<file path="src/rtl/out_uart_pkg.sv">
// out_uart_pkg: shared types and constants for the byte-output UART slice.
//   tx_state_t      - transmitter FSM states
//   DATA_BITS       - data bits per frame
//   FRAME_BITS_8N1  - bits per frame without parity
//   FRAME_BITS_8E1  - bits per frame with even parity
package out_uart_pkg;

  typedef enum logic [2:0] {
    ST_IDLE,
    ST_START,
    ST_DATA,
    ST_PARITY,
    ST_STOP
  } tx_state_t;

  localparam int unsigned DATA_BITS      = 8;
  localparam int unsigned FRAME_BITS_8N1 = DATA_BITS + 2;
  localparam int unsigned FRAME_BITS_8E1 = DATA_BITS + 3;

endpackage

</file>
<file path="src/rtl/out_uart_fifo.sv">
// out_uart_fifo: synchronous FIFO, combinational read of the head entry.
//   clk, rst      - clock, synchronous active-high reset
//   push, wdata   - write request and data; a push while full is accepted
//                   only when a pop happens in the same cycle
//   pop, rdata    - read request (ignored when empty) and head data
//   full, empty   - occupancy flags
//   level         - occupancy, 0..DEPTH
module out_uart_fifo #(
  parameter int unsigned DEPTH = 16,
  parameter int unsigned WIDTH = 8
) (
  input  logic                     clk,
  input  logic                     rst,
  input  logic                     push,
  input  logic                     pop,
  input  logic [WIDTH-1:0]         wdata,
  output logic [WIDTH-1:0]         rdata,
  output logic                     full,
  output logic                     empty,
  output logic [$clog2(DEPTH):0]   level
);

  localparam int unsigned AW = $clog2(DEPTH);
  localparam int unsigned LW = AW + 1;

  logic [WIDTH-1:0] mem [DEPTH];
  logic [AW-1:0]    wr_ptr;
  logic [AW-1:0]    rd_ptr;
  logic [LW-1:0]    count;
  logic             do_push;
  logic             do_pop;

  assign full    = (count == LW'(DEPTH));
  assign empty   = (count == '0);
  assign do_pop  = pop && !empty;
  assign do_push = push && (!full || do_pop);
  assign rdata   = mem[rd_ptr];
  assign level   = count;

  always_ff @(posedge clk) begin
    if (do_push) begin
      mem[wr_ptr] <= wdata;
    end
  end

  always_ff @(posedge clk) begin
    if (rst) begin
      wr_ptr <= '0;
      rd_ptr <= '0;
      count  <= '0;
    end else begin
      if (do_push) begin
        wr_ptr <= wr_ptr + AW'(1);
      end
      if (do_pop) begin
        rd_ptr <= rd_ptr + AW'(1);
      end
      case ({do_push, do_pop})
        2'b10:   count <= count + LW'(1);
        2'b01:   count <= count - LW'(1);
        default: count <= count;
      endcase
    end
  end

endmodule

</file>
<file path="src/rtl/out_uart_tx.sv">
// out_uart_tx: toggle-strobe byte port -> FIFO -> LSB-first async serial.
// Frame is 8N1 by default, 8E1 when OUT_UART_PARITY_EN is defined.
//   clk, rst    - clock, synchronous active-high reset
//   in_dat      - byte, captured when in_ctl differs from its last sample
//   in_ctl      - toggle strobe, each level change is one byte
//   tx          - registered serial output, idle high
//   busy        - FIFO non-empty or frame in progress
//   ovf         - sticky, a byte was dropped on a full FIFO
//   fifo_level  - FIFO occupancy
module out_uart_tx
  import out_uart_pkg::*;
#(
  parameter int unsigned CLK_DIV    = 16,
  parameter int unsigned FIFO_DEPTH = 16
) (
  input  logic                          clk,
  input  logic                          rst,
  input  logic [7:0]                    in_dat,
  input  logic                          in_ctl,
  output logic                          tx,
  output logic                          busy,
  output logic                          ovf,
  output logic [$clog2(FIFO_DEPTH):0]   fifo_level
);

  localparam int unsigned   CW       = $clog2(CLK_DIV);
  localparam int unsigned   BW       = $clog2(DATA_BITS);
  localparam logic [CW-1:0] CNT_LOAD = CW'(CLK_DIV - 1);

  logic            ctl_q;
  logic            evt;
  logic            pop;
  logic            full;
  logic            empty;
  logic [7:0]      rdata;

  tx_state_t       state_q, state_d;
  logic [CW-1:0]   cnt_q, cnt_d;
  logic [BW-1:0]   bit_q, bit_d;
  logic [7:0]      shift_q, shift_d;
  logic            tx_d;
`ifdef OUT_UART_PARITY_EN
  logic            par_q, par_d;
`endif

  assign evt  = (in_ctl != ctl_q);
  assign busy = (state_q != ST_IDLE) || (fifo_level != '0);

  out_uart_fifo #(
    .DEPTH (FIFO_DEPTH),
    .WIDTH (8)
  ) u_fifo (
    .clk   (clk),
    .rst   (rst),
    .push  (evt),
    .pop   (pop),
    .wdata (in_dat),
    .rdata (rdata),
    .full  (full),
    .empty (empty),
    .level (fifo_level)
  );

  always_comb begin
    state_d = state_q;
    cnt_d   = cnt_q;
    bit_d   = bit_q;
    shift_d = shift_q;
    pop     = 1'b0;
`ifdef OUT_UART_PARITY_EN
    par_d   = par_q;
`endif
    case (state_q)
      ST_IDLE: begin
        pop = !empty;
      end
      ST_START: begin
        if (cnt_q == '0) begin
          cnt_d   = CNT_LOAD;
          bit_d   = '0;
          state_d = ST_DATA;
        end else begin
          cnt_d = cnt_q - CW'(1);
        end
      end
      ST_DATA: begin
        if (cnt_q == '0) begin
          cnt_d   = CNT_LOAD;
          shift_d = shift_q >> 1;
          if (bit_q == BW'(DATA_BITS - 1)) begin
`ifdef OUT_UART_PARITY_EN
            state_d = ST_PARITY;
`else
            state_d = ST_STOP;
`endif
          end else begin
            bit_d = bit_q + BW'(1);
          end
        end else begin
          cnt_d = cnt_q - CW'(1);
        end
      end
`ifdef OUT_UART_PARITY_EN
      ST_PARITY: begin
        if (cnt_q == '0) begin
          cnt_d   = CNT_LOAD;
          state_d = ST_STOP;
        end else begin
          cnt_d = cnt_q - CW'(1);
        end
      end
`endif
      ST_STOP: begin
        if (cnt_q == '0) begin
          if (!empty) begin
            pop = 1'b1;
          end else begin
            state_d = ST_IDLE;
          end
        end else begin
          cnt_d = cnt_q - CW'(1);
        end
      end
      default: state_d = ST_IDLE;
    endcase

    // Loading a byte is shared by IDLE and the end of STOP (gapless frames).
    if (pop) begin
      shift_d = rdata;
      cnt_d   = CNT_LOAD;
      state_d = ST_START;
`ifdef OUT_UART_PARITY_EN
      par_d   = ^rdata;
`endif
    end

    // tx is registered, so it is derived from the state being entered.
    case (state_d)
      ST_START:  tx_d = 1'b0;
      ST_DATA:   tx_d = shift_d[0];
`ifdef OUT_UART_PARITY_EN
      ST_PARITY: tx_d = par_d;
`endif
      default:   tx_d = 1'b1;
    endcase
  end

  always_ff @(posedge clk) begin
    if (rst) begin
      state_q <= ST_IDLE;
      cnt_q   <= '0;
      bit_q   <= '0;
      shift_q <= '0;
      tx      <= 1'b1;
      ctl_q   <= 1'b0;
      ovf     <= 1'b0;
`ifdef OUT_UART_PARITY_EN
      par_q   <= 1'b0;
`endif
    end else begin
      state_q <= state_d;
      cnt_q   <= cnt_d;
      bit_q   <= bit_d;
      shift_q <= shift_d;
      tx      <= tx_d;
      ctl_q   <= in_ctl;
      if (evt && full && !pop) begin
        ovf <= 1'b1;
      end
`ifdef OUT_UART_PARITY_EN
      par_q   <= par_d;
`endif
    end
  end

endmodule

</file>
<file path="config.mk">
export PLATFORM = sky130hd
export DESIGN_NAME = out_uart_tx
export DESIGN_NICKNAME = d
export VERILOG_FILES = /design/src/rtl/out_uart_pkg.sv /design/src/rtl/out_uart_fifo.sv /design/src/rtl/out_uart_tx.sv
export SDC_FILE = /design/constraint.sdc
export NUM_CORES = 1
export LEC_CHECK = 0
export ABC_AREA = 0
export CAP_MARGIN = 20
export CORE_ASPECT_RATIO = 1.5
export CORE_MARGIN = 2
export CORE_UTILIZATION = 55
export CTS_CLUSTER_SIZE = 16
export DETAILED_ROUTE_END_ITERATION = 12
export PLACE_DENSITY = 0.7
export SYNTH_ARGS = -nofsm -noshare
export SYNTH_HDL_FRONTEND = slang
export SYNTH_SLANG_ARGS = --single-unit
</file>
<file path="constraint.sdc">
create_clock -name clk -period 4.6 [get_ports clk]
set_clock_uncertainty 0.15 [all_clocks]
set_input_delay 0.92 -clock clk [delete_from_list [all_inputs] [get_ports clk]]
set_output_delay 0.92 -clock clk [all_outputs]
set_load 0.005 [all_outputs]
</file>
# ---- Word-level counts from Yosys, hierarchy flattened
# Memory sizes are Yosys's and may differ from the RTL's. A register that Yosys moved wholly into a read port is not among the register bits.
# Cells that the tools add are included.
dict set report op_classes {
  n_addsub 6
  n_mux 27
  n_reduce_logical 23
  n_eq_ne 14
}
# operator n
set ops {}
lappend ops {{3-bit two-way mux} 9}
lappend ops {{8-bit two-way mux} 3}
lappend ops {{4-bit two-way mux} 5}
lappend ops {{3-bit case mux with 4 select lines} 1}
lappend ops {{5-bit case mux with 2 select lines} 1}
lappend ops {{4-bit by 1-bit adder with 4-bit output (second input constant)} 2}
lappend ops {{4-bit case mux with 2 select lines} 1}
lappend ops {{2-bit nonzero test} 4}
lappend ops {{3-bit by 1-bit equality test with 1-bit output (second input constant)} 2}
lappend ops {{3-bit by 2-bit equality test with 1-bit output (second input constant)} 2}
lappend ops {{3-bit equality test (second input constant)} 2}
lappend ops {{2-bit != test (second input constant)} 3}
lappend ops {{3-bit case mux with 2 select lines} 1}
lappend ops {{3-bit nonzero test} 2}
lappend ops {{5-bit by 1-bit adder with 5-bit output (second input constant)} 1}
lappend ops {{5-bit equality test (second input constant)} 1}
lappend ops {{5-bit logical NOT} 1}
lappend ops {{5-bit nonzero test} 1}
lappend ops {{5-bit by 1-bit subtractor with 5-bit output (second input constant)} 1}
lappend ops {{1-bit logical AND} 4}
lappend ops {{4-bit logical NOT} 1}
lappend ops {{1-bit two-way mux} 4}
lappend ops {{1-bit case mux with 2 select lines} 2}
lappend ops {{2-bit AND reduction} 2}
lappend ops {{11 further kinds} 14}
dict set report totals {
  mem_bits_rw 128
  mem_count 1
  reg_bits 34
  in_bits 11
  output_inout_bits 8
  elab_cells 82
}
# name words word_bits rd rd_ports_with_merged_regs write_ports line_no
set mem_list {}
lappend mem_list {u_fifo.mem 16 8 1 1 1 out_uart_fifo.sv:26} ;# logic [WIDTH-1:0] mem [DEPTH];

# ---- Depth between registers and ports, before layout
# Gate-level depths: netlist of the first run.
dict set report logic_depth {
  depth_word 9
  mapped_depth 14
  depth_no_buf 12
}

# ---- Modules after synthesis
# Synthesis of the first run repeated with hierarchy kept, for this count alone.
dict set report hier_totals {
  cells_unflattened 447
  hier_area_um2 6950.4
}
# module instances area_per_inst_um2 cells_per_inst
set modules_own_cells {}
lappend modules_own_cells {out_uart_fifo 1 5854.4 322}
lappend modules_own_cells {out_uart_tx 1 1096.1 125}

# ---- Worst setup path before layout of the first run
# OpenSTA, ideal clock, no wires.
dict set report synth_timing {
  path_type {input to register}
  from {input port in_ctl}
  to {register u_fifo.count[4], in the netlist u_fifo.level[4]}
  setup_time_ns 0.121
  t_arrival_ns 3.019
  cell_stages 10
  slack_ns 1.311
  path_cell_list {xor2_1 > o21ai_0 > ha_1 > clkbuf_1 > xor2_1 > ha_1 > nor4_1 > nand2_1 > a31oi_1 > mux2_2}
}
dict set report synth_via {
  elab_chain_cells 4
  word_cells_on_any_way 6
}
# item line_no
set synth_rtl {}
lappend synth_rtl {{start, declared} out_uart_tx.sv:19} ;# input logic in_ctl,
lappend synth_rtl {{1-bit != test (*)} out_uart_tx.sv:46} ;# assign evt = (in_ctl != ctl_q);
lappend synth_rtl {{1-bit logical AND (*)} out_uart_fifo.sv:36} ;# assign do_push = push && (!full || do_pop);
lappend synth_rtl {{2-bit by 1-bit equality test with 1-bit output / 2-bit equality test (equally long branches)} out_uart_fifo.sv:58} ;# case ({do_push, do_pop})
lappend synth_rtl {{5-bit case mux with 2 select lines / 2-bit nonzero test (equally long branches)} n/a}
lappend synth_rtl {{end signal, assigned} out_uart_fifo.sv:59} ;# 2'b10: count <= count + LW'(1);
lappend synth_rtl {{end signal, assigned} out_uart_fifo.sv:60} ;# 2'b01: count <= count - LW'(1);
lappend synth_rtl {{end signal, assigned} out_uart_fifo.sv:61} ;# default: count <= count;
lappend synth_rtl {{end, declared} out_uart_fifo.sv:29} ;# logic [LW-1:0] count;
# Every way passes the cells marked *; elsewhere a longest branch is shown, timed or not.
# A chain may end at the register's enable or synchronous reset.

# ---- Worst setup path after layout of the first run
dict set report layout_timing {
  from {register cnt_q[0]}
  to {register u_fifo.count[4], in the netlist u_fifo.level[4]}
}
dict set report layout_via {
  elab_chain_cells 8
  word_cells_on_any_way 10
}
# item line_no
set layout_rtl {}
lappend layout_rtl {{start, declared} out_uart_tx.sv:38} ;# logic [CW-1:0] cnt_q, cnt_d;
lappend layout_rtl {{start signal, assigned} out_uart_tx.sv:162} ;# cnt_q <= cnt_d;
lappend layout_rtl {{4-bit logical NOT (*)} out_uart_tx.sv:114} ;# if (cnt_q == '0) begin
lappend layout_rtl {{1-bit two-way mux (*)} out_uart_tx.sv:114}
lappend layout_rtl {{1-bit case mux with 2 select lines (*)} out_uart_tx.sv:73} ;# case (state_q)
lappend layout_rtl {{1-bit logical AND (*)} out_uart_fifo.sv:35} ;# assign do_pop = pop && !empty;
lappend layout_rtl {{1-bit logical OR} out_uart_fifo.sv:36}
lappend layout_rtl {{1-bit logical AND} out_uart_fifo.sv:36}
lappend layout_rtl {{2-bit by 1-bit equality test with 1-bit output / 2-bit equality test (equally long branches)} out_uart_fifo.sv:58}
lappend layout_rtl {{5-bit case mux with 2 select lines / 2-bit nonzero test (equally long branches)} n/a}
# Marked as above.

==> impl_metrics.json, run 1 <==
{
  "path_common_cell": "ha_1",
  "cts_resized": 0,
  "avgSynthCellArea_sq_um": 15.8,
  "die_h_um": 142,
  "path_cells": "inv_1, ha_1, or3b_2, a21oi_2, o21ai_0, ha_1, xor2_1, ha_1, nor4_1, nand2_1, a31oi_1, mux2_2",
  "vias": 3861,
  "die_width_um": 96.0,
  "grt_pass1_wl_mm": 20.4,
  "synth_flop_cell": "edfxtp_1",
  "start_kind": "flip-flop",
  "synthTopCellsByCount": "edfxtp_1 (128), dfxtp_1 (38), mux4_2 (33), nor2_1 (30), mux2i_1 (16)",
  "cts_tree": "yes",
  "grt_overflow_total": 0,
  "hold_violations": 0,
  "arrival_ps": 3640,
  "status": "finished, final reports clean",
  "min_path_cells": 2,
  "slew_violations": 0,
  "final_area_sq_mm": 0.00790,
  "async_flop_share": 0,
  "worstSkewPairLatency_ps": 420,
  "dpl_cell_area_sq_mm": 0.00733,
  "ir_drop_mv": 0.326,
  "crit_path_max_fanout": 9,
  "cts_buffers": 17,
  "htreeDepth": 4,
  "routed_wirelength_mm": 12.8,
  "cts_root_buffer": "clkbuf_16",
  "synth.top_cell.area_share": 0.550,
  "area_growth_syn_to_layout_pct": 13.0,
  "worst_pin_slew_ps": 889,
  "initial_core_util": 0.561,
  "wire_per_inst_um": 20.2,
  "drt_iter0_drc": 259,
  "final-setup-viol-count": 0,
  "portBuffers": 18,
  "dr.pass1.iters": 4,
  "fin_crit_sh": 0.757,
  "path_delay_family": "simple AND/OR/NAND/NOR gates",
  "power_density_mw_per_mm2": 528,
  "ant_nets": 0,
  "drive_above_1_share": 0.190,
  "fmax_ghz": 0.287,
  "synthTopCellsByArea": "edfxtp_1 (55%), dfxtp_1 (11%), mux4_2 (11%), mux2i_1 (2.3%), ha_1 (2.1%)",
  "drc": 0,
  "fin_nets": 489,
  "crit_cells": 12,
  "synth-edff-count": 128,
  "synth-seq-area-share": 0.659,
  "relSlewSlack": 0.405,
  "antenna_found_initial": 0,
  "rows": 50,
  "die_area_sq_mm": 0.0136,
  "yosysUniqueCellTypes": 57,
  "crit_type": "reg -> reg",
  "path_buf_inv": 1,
  "ys_warn_count": 0,
  "via_per_inst": 6.08,
  "n_antenna_cell": 0,
  "num_io_pins": 19,
  "hold_class": "reg -> reg",
  "synth_area_leader_cell": "edfxtp_1",
  "core_area_sq_mm": 0.0124,
  "clkTransAtPathRegs_ps": 60,
  "grt_max_degree": 33,
  "p_leak_nw": 2.59,
  "synth.most_common_cell": "edfxtp_1",
  "hpwl_mm": 8.65,
  "end_kind": "flip-flop",
  "rsz0062_at_grt": "no",
  "crit_required_ps": 4760,
  "setup-tns-final_ps": 0,
  "post-cts-setup-buffer-count": 0,
  "place_congestion": 0.763,
  "ff2ff_path_depth": 12,
  "cap_viol_max_count": 0,
  "fin_util": 0.634,
  "grt_pass1_vias": 3936,
  "cpPeakStageDelay_ps": 520,
  "clk_path_buf_depth": 2,
  "cts_sinks": 166,
  "min_period_ps": 3480,
  "grt.total_usage": 0.206,
  "synthCells": 442,
  "synth.net_count": 465,
  "synth-seq-cells": 166,
  "critPathSlowestCell": "or3b_2",
  "cts_hold_buffers": 0,
  "mappedNetlistArea_sq_mm": 0.00699
}
## stage by stage
step | instances | hold slack, ps | total power [mW] | setup slack [ps]
final | 635 | 307 | 4.17 | 1120
after global routing | 635 | 327 | 4.36 | 877
after CTS | 635 | 310 | 4.19 | 1120
after detailed placement | 603 | 301 | 2.85 | 887
after global placement | 603 | 292 | 2.81 | 973
after floorplan | 442 | 286 | 2.59 | 1310
## kinds of logic after synthesis
group,synth area share
multiplexers,0.136
flip-flops,0.659
adder cells (fa/ha/maj),0.0215
AND/OR/NAND/NOR,0.0817
AO/OA/AOI/OAI,0.0729
XOR/XNOR,0.00752
buffers and inverters,0.0215
## routing by layer
metal | global-route usage | up-vias | part of all wire
met5 | 0 | - | 0
met4 | 0.0707 | 0 | 0.013
met3 | 0.0524 | 11 | 0.041
met2 | 0.371 | 83 | 0.57
met1 | 0.232 | 1970 | 0.38
li1 | - | 1797 | -
## worst paths after layout
kind                               from                      endpoint  slack, ps
setup / recovery  cnt_q[0]$_SDFFE_PP0P_  u_fifo.level[4]$_SDFFE_PP0P_       1120
setup reg to reg  cnt_q[0]$_SDFFE_PP0P_  u_fifo.level[4]$_SDFFE_PP0P_       1120
hold / removal    bit_q[1]$_SDFFE_PP0P_         bit_q[1]$_SDFFE_PP0P_        310
hold reg to reg   bit_q[1]$_SDFFE_PP0P_         bit_q[1]$_SDFFE_PP0P_        310
## state kept, by name, indices dropped and copies added, names as in the netlist, named ones only
signal,flops
u_fifo.rd_ptr,4
u_fifo.wr_ptr,4
shift_q,8
u_fifo.level,5
ctl_q,1
state_q,3
ovf,1
u_fifo.mem,128
bit_q,3
cnt_q,4
tx,1
## power by group
| part | total [mW] | leakage, nW | internal, mW | switching (mW) |
|---|---|---|---|---|
| clock | 1.36 | 0.266 | 0.801 | 0.555 |
| sequential | 1.86 | 1.47 | 1.73 | 0.132 |
| combinational | 0.952 | 0.855 | 0.444 | 0.509 |
## worst register-to-register path, cell delays in order (launching register included)
cell     delay (ps)
dfxtp_1         340
inv_1            90
ha_1            170
or3b_2          520
a21oi_2         330
o21ai_0         210
ha_1            330
xor2_1          190
ha_1            250
nor4_1          190
nand2_1          90
a31oi_1         150
mux2_2          340
## layout make-up
| type | count | area [sq um] |
|---|---|---|
| Multi-Input combinational cell | 243 | 2230 |
| Clock buffer | 21 | 440 |
| Clock inverter | 11 | 126 |
| Inverter | 9 | 33.8 |
| Fill cell | 900 | 4550 |
| Timing Repair Buffer | 29 | 263 |
| Tap cell | 156 | 195 |
| Sequential cell | 166 | 4610 |
## layout by cell type (no fill, tap or decap), types with 6 or more instances in the layout
cell	synthesis	layout
nor2b_1	11	11
o211ai_1	8	8
and3_1	8	8
mux2i_1	16	16
nand3_1	7	7
clkbuf_16	0	17
edfxtp_1	128	128
buf_4	2	11
ha_1	12	12
a2111oi_0	6	6
dfxtp_1	38	37
nor3_1	11	11
a21oi_1	14	14
clkdlybuf4s50_1	0	18
inv_1	8	8
mux4_2	33	33
nand2_1	13	13
o21ai_0	7	7
nor2_1	30	30
No activity file was read; power rests on OpenSTA's default activity.
==> run 2, diff against run 1 <==
--- a/config.mk
+++ b/config.mk
@@ -12,7 +12,7 @@
 export CORE_UTILIZATION = 55
 export CTS_CLUSTER_SIZE = 16
 export DETAILED_ROUTE_END_ITERATION = 12
-export PLACE_DENSITY = 0.7
+export PLACE_DENSITY = 0.73
 export SYNTH_ARGS = -nofsm -noshare
 export SYNTH_HDL_FRONTEND = slang
 export SYNTH_SLANG_ARGS = --single-unit
==> constraint.sdc (replaced) <==
create_clock -name clk -period 3 [get_ports clk]
set_clock_uncertainty 0.15 [all_clocks]
set_input_delay 0.6 -clock clk [delete_from_list [all_inputs] [get_ports clk]]
set_output_delay 0.6 -clock clk [all_outputs]
set_load 0.005 [all_outputs]
==> run 2 against run 1 <==
Compared with the run above: utilization up 2.3 points; non-clock buffer count is 32 higher; worst setup slack got worse by 980 ps; first-iteration DRC count down 16%; combinational power rose by 78%; count of clock-buffer cells in the layout shrank 4; sequential power increased by 49%; via count grew 1.5%; register-to-register slack got worse by 980 ps; clock power is 54% higher; largest power group unchanged; global-route usage up 0.091 points; fmax is 22% higher.
==> impl_metrics.json, run 2 (synthesized netlist as in run 1, its figures left out) <==
{
  "status": "finished, final reports clean",
  "cts_tree": "yes",
  "crit_path_max_fanout": 5,
  "fin_nets": 521,
  "cts_buffers": 17,
  "arrival_ps": 3030,
  "fin_crit_sh": 0.954,
  "grt.total_usage": 0.207,
  "drive_above_1_share": 0.254,
  "cts_sinks": 166,
  "via_per_inst": 5.88,
  "critPathSlowestCell": "or3b_4",
  "grt_use_met2": 0.382,
  "end_kind": "flip-flop",
  "place_congestion": 0.776,
  "fmax_ghz": 0.349,
  "min_period_ps": 2860,
  "min_path_cells": 2,
  "power_density_mw_per_mm2": 802,
  "cts_root_buffer": "clkbuf_16",
  "die_area_sq_mm": 0.0136,
  "path_cells": "inv_1, ha_1, or3b_4, a21oi_4, o21ai_0, ha_2, xor2_1, ha_2, nor4_2, nand2_1, a31oi_1, mux2_2",
  "ir_drop_mv": 0.606,
  "rows": 50,
  "cts_hold_buffers": 0,
  "worst_pin_slew_ps": 618,
  "mostFrequentLayoutCell": "edfxtp_1",
  "drc": 0,
  "crit_type": "reg -> reg",
  "hpwl_mm": 8.91,
  "dr.pass1.iters": 6,
  "fillers": 841,
  "n_antenna_cell": 0,
  "cpPeakStageDelay_ps": 430,
  "core_area_sq_mm": 0.0124,
  "final_cell_mix": "edfxtp_1 (128), buf_4 (42), dfxtp_1 (37)",
  "clkTransAtPathRegs_ps": 70,
  "vias": 3920,
  "grt_overflow_total": 0,
  "ff2ff_path_depth": 12,
  "largest_reg_flops": 128,
  "top_register": "u_fifo.mem",
  "antenna_found_initial": 0,
  "die_h_um": 142,
  "hold_violations": 0,
  "setup-tns-final_ps": 0,
  "p_leak_nw": 2.78,
  "relSlewSlack": 0.577,
  "grt.busiest_layer": "met2",
  "worstSkewPairLatency_ps": 420,
  "cap_viol_max_count": 0,
  "slew_violations": 0,
  "grt_pass1_vias": 4086,
  "drt_iter0_drc": 218,
  "hold_class": "reg -> reg",
  "grt_pass1_wl_mm": 20.8,
  "crit_required_ps": 3160,
  "path_common_cell": "ha_2",
  "start_kind": "flip-flop",
  "die_width_um": 96.0,
  "routed_wirelength_mm": 12.9,
  "grt_util_met1": 0.228,
  "initial_core_util": 0.561,
  "final-setup-viol-count": 0,
  "num_io_pins": 19,
  "clk_path_buf_depth": 2,
  "htreeDepth": 4,
  "portBuffers": 18,
  "grt_max_degree": 33,
  "area_growth_syn_to_layout_pct": 17.1,
  "dp_slack_ps": -84.8,
  "grt_use_met3": 0.0461,
  "setup_slack_ps": 137,
  "ant_nets": 0,
  "wire_per_inst_um": 19.4
}
[run 2: cell types whose count changed in the layout (fill, tap and decap cells not counted), sizes merged]
cell,delta
clkbuf,-4
clkinvlp,-2
buf,+32
bufinv,-2
inv,+8
[run 2: stage by stage]
stage           util  hold slack, ps  area, sq um  cells  power [mW]
2_1_floorplan      -             286         7000    442        3.99
3_3_place_gp   0.610             294         7590    635        4.46
3_5_place_dp   0.610             305         7590    635        4.52
4_1_cts        0.656             314         8170    667        6.58
5_1_grt        0.657             335         8180    667        6.88
6_report       0.657             315         8180    667        6.56
[run 2: worst paths after layout]
| kind | start | endpoint | slack (ps) |
|---|---|---|---|
| hold reg to reg | bit_q[2]$_SDFFE_PP0P_ | bit_q[2]$_SDFFE_PP0P_ | 320 |
| hold / removal | bit_q[2]$_SDFFE_PP0P_ | bit_q[2]$_SDFFE_PP0P_ | 320 |
| setup / recovery | cnt_q[0]$_SDFFE_PP0P_ | u_fifo.level[4]$_SDFFE_PP0P_ | 140 |
| setup reg to reg | cnt_q[0]$_SDFFE_PP0P_ | u_fifo.level[4]$_SDFFE_PP0P_ | 140 |
[run 2: routing by layer]
layer	vias up	wire, um
met5	-	0
met4	0	258
met3	25	513
met2	84	7310
met1	1951	4840
li1	1860	-
[run 2: power breakdown]
group          leakage (nW)  switching, mW  internal (mW)
Sequential             1.47          0.138           2.64
Clock                 0.284          0.971           1.11
Combinational          1.03          0.895          0.800
[run 2: worst max-delay path: cells and delay by family (launching register included)]
| family | cells | cell delay (ps) |
|---|---|---|
| flops | 1 | 340 |
| xor+xnor | 1 | 140 |
| fa+ha+maj | 3 | 570 |
| compound gates | 3 | 470 |
| buf+inv | 1 | 90 |
| mux | 1 | 340 |
| simple gates | 3 | 650 |
[run 2: timing repair]
action / in CTS / in global routing
resized for setup: 0 / 3
setup buffers: 0 / 0
setup endpoints to repair: 0 / 2
[run 2: cell type report]
type,instances,area [sq um],area share
flip-flops and latches,166,4610,0.563
clock inverters,15,155,0.0190
well taps,156,195,0.0239
inverters,9,33.8,0.00413
clock buffers,17,425,0.0520
repair buffers,61,515,0.0630
multi-input cells,243,2250,0.275
==> run 3, diff against run 2 <==
--- a/config.mk
+++ b/config.mk
@@ -12,7 +12,10 @@
 export CORE_UTILIZATION = 55
 export CTS_CLUSTER_SIZE = 16
 export DETAILED_ROUTE_END_ITERATION = 12
-export PLACE_DENSITY = 0.73
+export DONT_BUFFER_PORTS = 1
+export GPL_TIMING_DRIVEN = 0
+export PLACE_DENSITY = 0.71
+export RECOVER_POWER = 100
 export SYNTH_ARGS = -nofsm -noshare
 export SYNTH_HDL_FRONTEND = slang
 export SYNTH_SLANG_ARGS = --single-unit
==> run 3 against run 2 <==
Compared with the run above: worst setup slack worse by 100 ps; cell count is 4.2% lower; worst hold slack worse by 200 ps; cell area is 3.2% lower; via count is 0.77% higher; largest cell class unchanged.
==> impl_metrics.json, run 3 (synthesized netlist as in run 1, its figures left out) <==
{
  "cts_sinks": 166,
  "drc": 0,
  "worst_pin_slew_ps": 852,
  "antenna_found_initial": 0,
  "cpPeakStageDelay_ps": 560,
  "final-setup-viol-count": 0,
  "htreeDepth": 4,
  "start_kind": "flip-flop",
  "via_per_inst": 6.18,
  "die_area_sq_mm": 0.0136,
  "routed_wirelength_mm": 14.5,
  "cts_hold_buffers": 0,
  "cts_tree": "yes",
  "critPathSlowestCell": "or4_4",
  "fin_crit_sh": 0.988,
  "clk_path_buf_depth": 2,
  "top_register": "u_fifo.mem",
  "drive_above_1_share": 0.234,
  "crit_path_max_fanout": 7,
  "cap_viol_max_count": 0,
  "worstSkewPairLatency_ps": 420,
  "wire_per_inst_um": 22.7,
  "crit_type": "reg -> reg",
  "arrival_ps": 3130,
  "ant_nets": 0,
  "grt_pass1_wl_mm": 22.5,
  "grt_pass1_vias": 4165,
  "status": "finished, final reports clean",
  "final_cell_mix": "edfxtp_1 (128), dfxtp_1 (34), mux4_2 (33)",
  "largest_reg_flops": 128,
  "end_kind": "flip-flop",
  "crit_required_ps": 3160,
  "p_leak_nw": 2.60,
  "n_antenna_cell": 0,
  "num_io_pins": 19,
  "grt_use_met2": 0.413,
  "rows": 50,
  "grt.total_usage": 0.231,
  "min_period_ps": 2960,
  "slew_violations": 0,
  "cts_root_buffer": "clkbuf_16",
  "fmax_ghz": 0.337,
  "grt_util_met1": 0.258,
  "hold_violations": 0,
  "area_growth_syn_to_layout_pct": 13.4,
  "place_congestion": 0.785,
  "relSlewSlack": 0.417,
  "hpwl_mm": 9.80,
  "setup_slack_ps": 37.0,
  "grt_use_met3": 0.0514,
  "grt_overflow_total": 0,
  "ir_drop_mv": 0.522,
  "cts_buffers": 17,
  "path_cells": "buf_6, or4_4, o221ai_4, inv_4, ha_4, xor2_1, ha_2, a21o_1, nand3_2, a31oi_4, mux2_4",
  "hold_slack_ps": 118,
  "grt_max_degree": 17,
  "vias": 3950,
  "grt.busiest_layer": "met2",
  "die_h_um": 142,
  "fin_nets": 494,
  "initial_core_util": 0.561,
  "mostFrequentLayoutCell": "edfxtp_1",
  "dr.pass1.iters": 5,
  "rsz0062_at_grt": "yes",
  "die_width_um": 96.0,
  "dp_slack_ps": -397,
  "clkTransAtPathRegs_ps": 60,
  "core_area_sq_mm": 0.0124,
  "fillers": 885,
  "power_density_mw_per_mm2": 835,
  "hold_class": "in -> reg",
  "portBuffers": 0,
  "drt_iter0_drc": 230
}
-- run 3: changes by cell type in the layout (fill, tap and decap cells not counted), sizes merged --
| cell | previous run | this run |
|---|---|---|
| clkinvlp | 1 | 3 |
| clkdlybuf4s50 | 18 | 0 |
| clkbuf | 17 | 30 |
| bufinv | 0 | 2 |
| buf | 43 | 23 |
| clkinv | 4 | 5 |
| inv | 19 | 11 |
-- run 3: worst paths after layout --
kind | start | depth (start not counted) | endpoint | slack, ps
hold / removal | in_dat[7] | 0 | u_fifo.mem[6][7]$_DFFE_PP_ | 120
hold reg to reg | bit_q[2]$_SDFFE_PP0P_ | 2 | bit_q[2]$_SDFFE_PP0P_ | 310
setup reg to reg | u_fifo.level[1]$_SDFFE_PP0P_ | 11 | u_fifo.level[4]$_SDFFE_PP0P_ | 40
setup / recovery | u_fifo.level[1]$_SDFFE_PP0P_ | 11 | u_fifo.level[4]$_SDFFE_PP0P_ | 40
-- run 3: area by class of cell --
type                    count  area (sq um)  share of cell area
plain buffers              21          97.6              0.0123
clock buffers              19           433              0.0547
clock inverters            12           129              0.0163
inverters                   9          36.3             0.00458
multi-input cells         243          2330               0.294
flip-flops and latches    166          4610               0.582
well taps                 156           195              0.0246
repair buffers             13          92.6              0.0117
-- run 3: per-layer routing --
layer	part of all wire	routed length, um
met4	0.028	413
met1	0.37	5390
met5	0	0
met3	0.044	644
met2	0.56	8080
-- run 3: report_power, final --
part	switching (mW)	internal (mW)
Combinational	0.952	0.777
Sequential	0.159	2.65
Clock	0.858	1.22
-- run 3: what timing repair did --
| action | in CTS | in global routing |
|---|---|---|
| pin swaps | 8 | 10 |
| endpoints found under the setup margin | 10 | 5 |
| gates cloned | 0 | 0 |
| gates resized for setup | 18 | 7 |
| buffers inserted | 5 | 5 |
-- run 3: stage by stage --
step | instances | cell area, sq um | power [mW] | setup TNS (ps) | utilization
final | 639 | 7920 | 6.62 | 0 | 0.636
after global routing | 639 | 7920 | 6.90 | -91.8 | 0.636
after CTS | 635 | 7860 | 6.56 | -48.3 | 0.631
after detailed placement | 601 | 7210 | 4.35 | -1210 | 0.579
after global placement | 598 | 7190 | 4.28 | -2370 | 0.578
after floorplan | 442 | 7000 | 3.99 | -44.8 | -
-- run 3: worst max-delay path, delay by kind of cell (launching register included) --
kind            cells  cell delay (ps)
simple gates        2              650
compound gates      3              600
fa+ha+maj           2              420
flops               1              330
mux                 1              310
buf+inv             2              220
xor+xnor            1              160
==> patch: new RTL, flow settings as in run 2 <==
Re-encode `tx_state_t` (5 states) as one-hot, 5 bits wide.
--- a/src/rtl/out_uart_pkg.sv
+++ b/src/rtl/out_uart_pkg.sv
@@ -6,10 +6,10 @@
 package out_uart_pkg;
 
-  typedef enum logic [2:0] {
-    ST_IDLE,
-    ST_START,
-    ST_DATA,
-    ST_PARITY,
-    ST_STOP
+  typedef enum logic [4:0] {
+    ST_IDLE   = 5'b00001,
+    ST_START  = 5'b00010,
+    ST_DATA   = 5'b00100,
+    ST_PARITY = 5'b01000,
+    ST_STOP   = 5'b10000
   } tx_state_t;
 
Behaviour: no difference found for any inputs over 10 cycles, from zero or initial values and one cycle with rst high; not proved beyond that.
==> patch against run 2 <==
  * Sequential cell count up 2
  * Sequential share of layout area up 0.42 points
  * Design area increased by 0.17%
  * Global-route usage is 0.96 points higher
  * Setup slack lost 0.029 ns
  * Final cell count grew 0.15%
  * Wire length rose by 3.6%
  * Area after synthesis decreased by 1.2%
  * Total power down 1.8%
  * Clock power increased by 3%
  * Maximum frequency shrank 1.0%
  * Largest cell class unchanged
  * Largest power group unchanged
==> patch: results (changes against run 2) <==
STA
  – Hold_ws: 0.332 ns (+0.0167 ns)

Routing
  – Via total after detailed routing: 3911 (-0.23%)
  – Initial DRC Count: 236 (+8.3%)
  – Drt pass-1 iters: 4 (-2)
  – Drt total wl: 13.4 mm (+3.6%)

Worst hold path
  – Hold worst-path end: shift_q[6]
  – Hold_sp: shift_q[6]

Cells and area
  – Non-clk invs: 7 (-2)
  – Comb_multi_in: 250 (+2.9%)
  – Sequential share of cell area: 56.7% (+0.42 points)
  – Layout net count: 523 (+0.38%)
  – Layout cell share with drive strength beyond 1: 23.2% (-2.2 points)
  – FILL cells: 884 (+5.1%)

Synth
  – Syn Area/Cell: 15.4 um2 (-2.7%)
  – Post-synthesis sequential area ratio: 67.3% (+1.4 points)

Placed design
  – RD Place Congestion: 0.786 (+1.3%)
  – Setup WS pre-CTS: -0.222 ns (-0.137 ns)
  – DP HPWL: 9.28 mm (+4.1%)

Worst setup path
  – Worst R2R Path Depth: 13 (+1)
  – Worst Path Max Fanout: 4 (-1)
  – Internal reg-to-reg setup slack: 0.11 ns (-0.03 ns)
  – CP arrival: 3.05 ns (+0.02 ns)

Power
  – Peak VDD IR: 0.000456 V (-25%)

Floorplan
  – Core area: 12400 um2 (-0.50%)

Run status
  – Status: complete, no violations

GRT
  – GRT Overall Usage: 21.6% (+0.96 points)
## patch: repair_timing
item                                   CTS  global route
endpoints found under the hold margin    0             0
setup endpoints to repair                0             1
buffers inserted                         0             2
gates resized for setup                  0             3
## patch: how the worst max path moves through the flow
stage	cells past startpoint	endpoint	from
floorplan	15	u_fifo.level[4]	cnt_q[0]
finish	13	u_fifo.level[4]	cnt_q[1]
global placement	11	u_fifo.level[4]	in_ctl
global route	14	u_fifo.level[4]	cnt_q[1]
detailed placement	11	u_fifo.level[4]	in_ctl
CTS	14	u_fifo.level[4]	cnt_q[1]
## patch: metal layers
| metal | wire length, um | track usage, % |
|---|---|---|
| met1 | 5300 | 26.0 |
| met2 | 7470 | 38.5 |
| met3 | 524 | 5.24 |
| met4 | 91 | 5.86 |
| met5 | 0 | 0 |
## patch: cell families after synthesis
| group | share of synthesized area (%) |
|---|---|
| buffers and inverters | 2.01 |
| adders and majority gates | 2.36 |
| and+or+nand+nor | 9.12 |
| other | 0.0543 |
| muxes | 11.3 |
| DFF | 67.3 |
| xor gates and xnor gates | 1.27 |
| AOI/OAI and AO/OA | 6.58 |
## patch: power by group
group | switching, mW | internal (mW) | leakage, nW
sequential | 0.154 | 2.69 | 1.48
combinational | 0.705 | 0.744 | 1.01
clock | 0.910 | 1.25 | 0.287
## patch: worst max-delay path, stage by stage (launching register included)
cell and delay [ns]:
dfxtp_2 0.33, inv_2 0.07, ha_4 0.13, nor3b_4 0.27
and4_4 0.29, o31ai_4 0.10, ha_4 0.21, xor2_2 0.14
ha_2 0.19, a211o_1 0.23, nand2_1 0.06, nand3b_1 0.08
a31oi_1 0.19, mux2_1 0.34
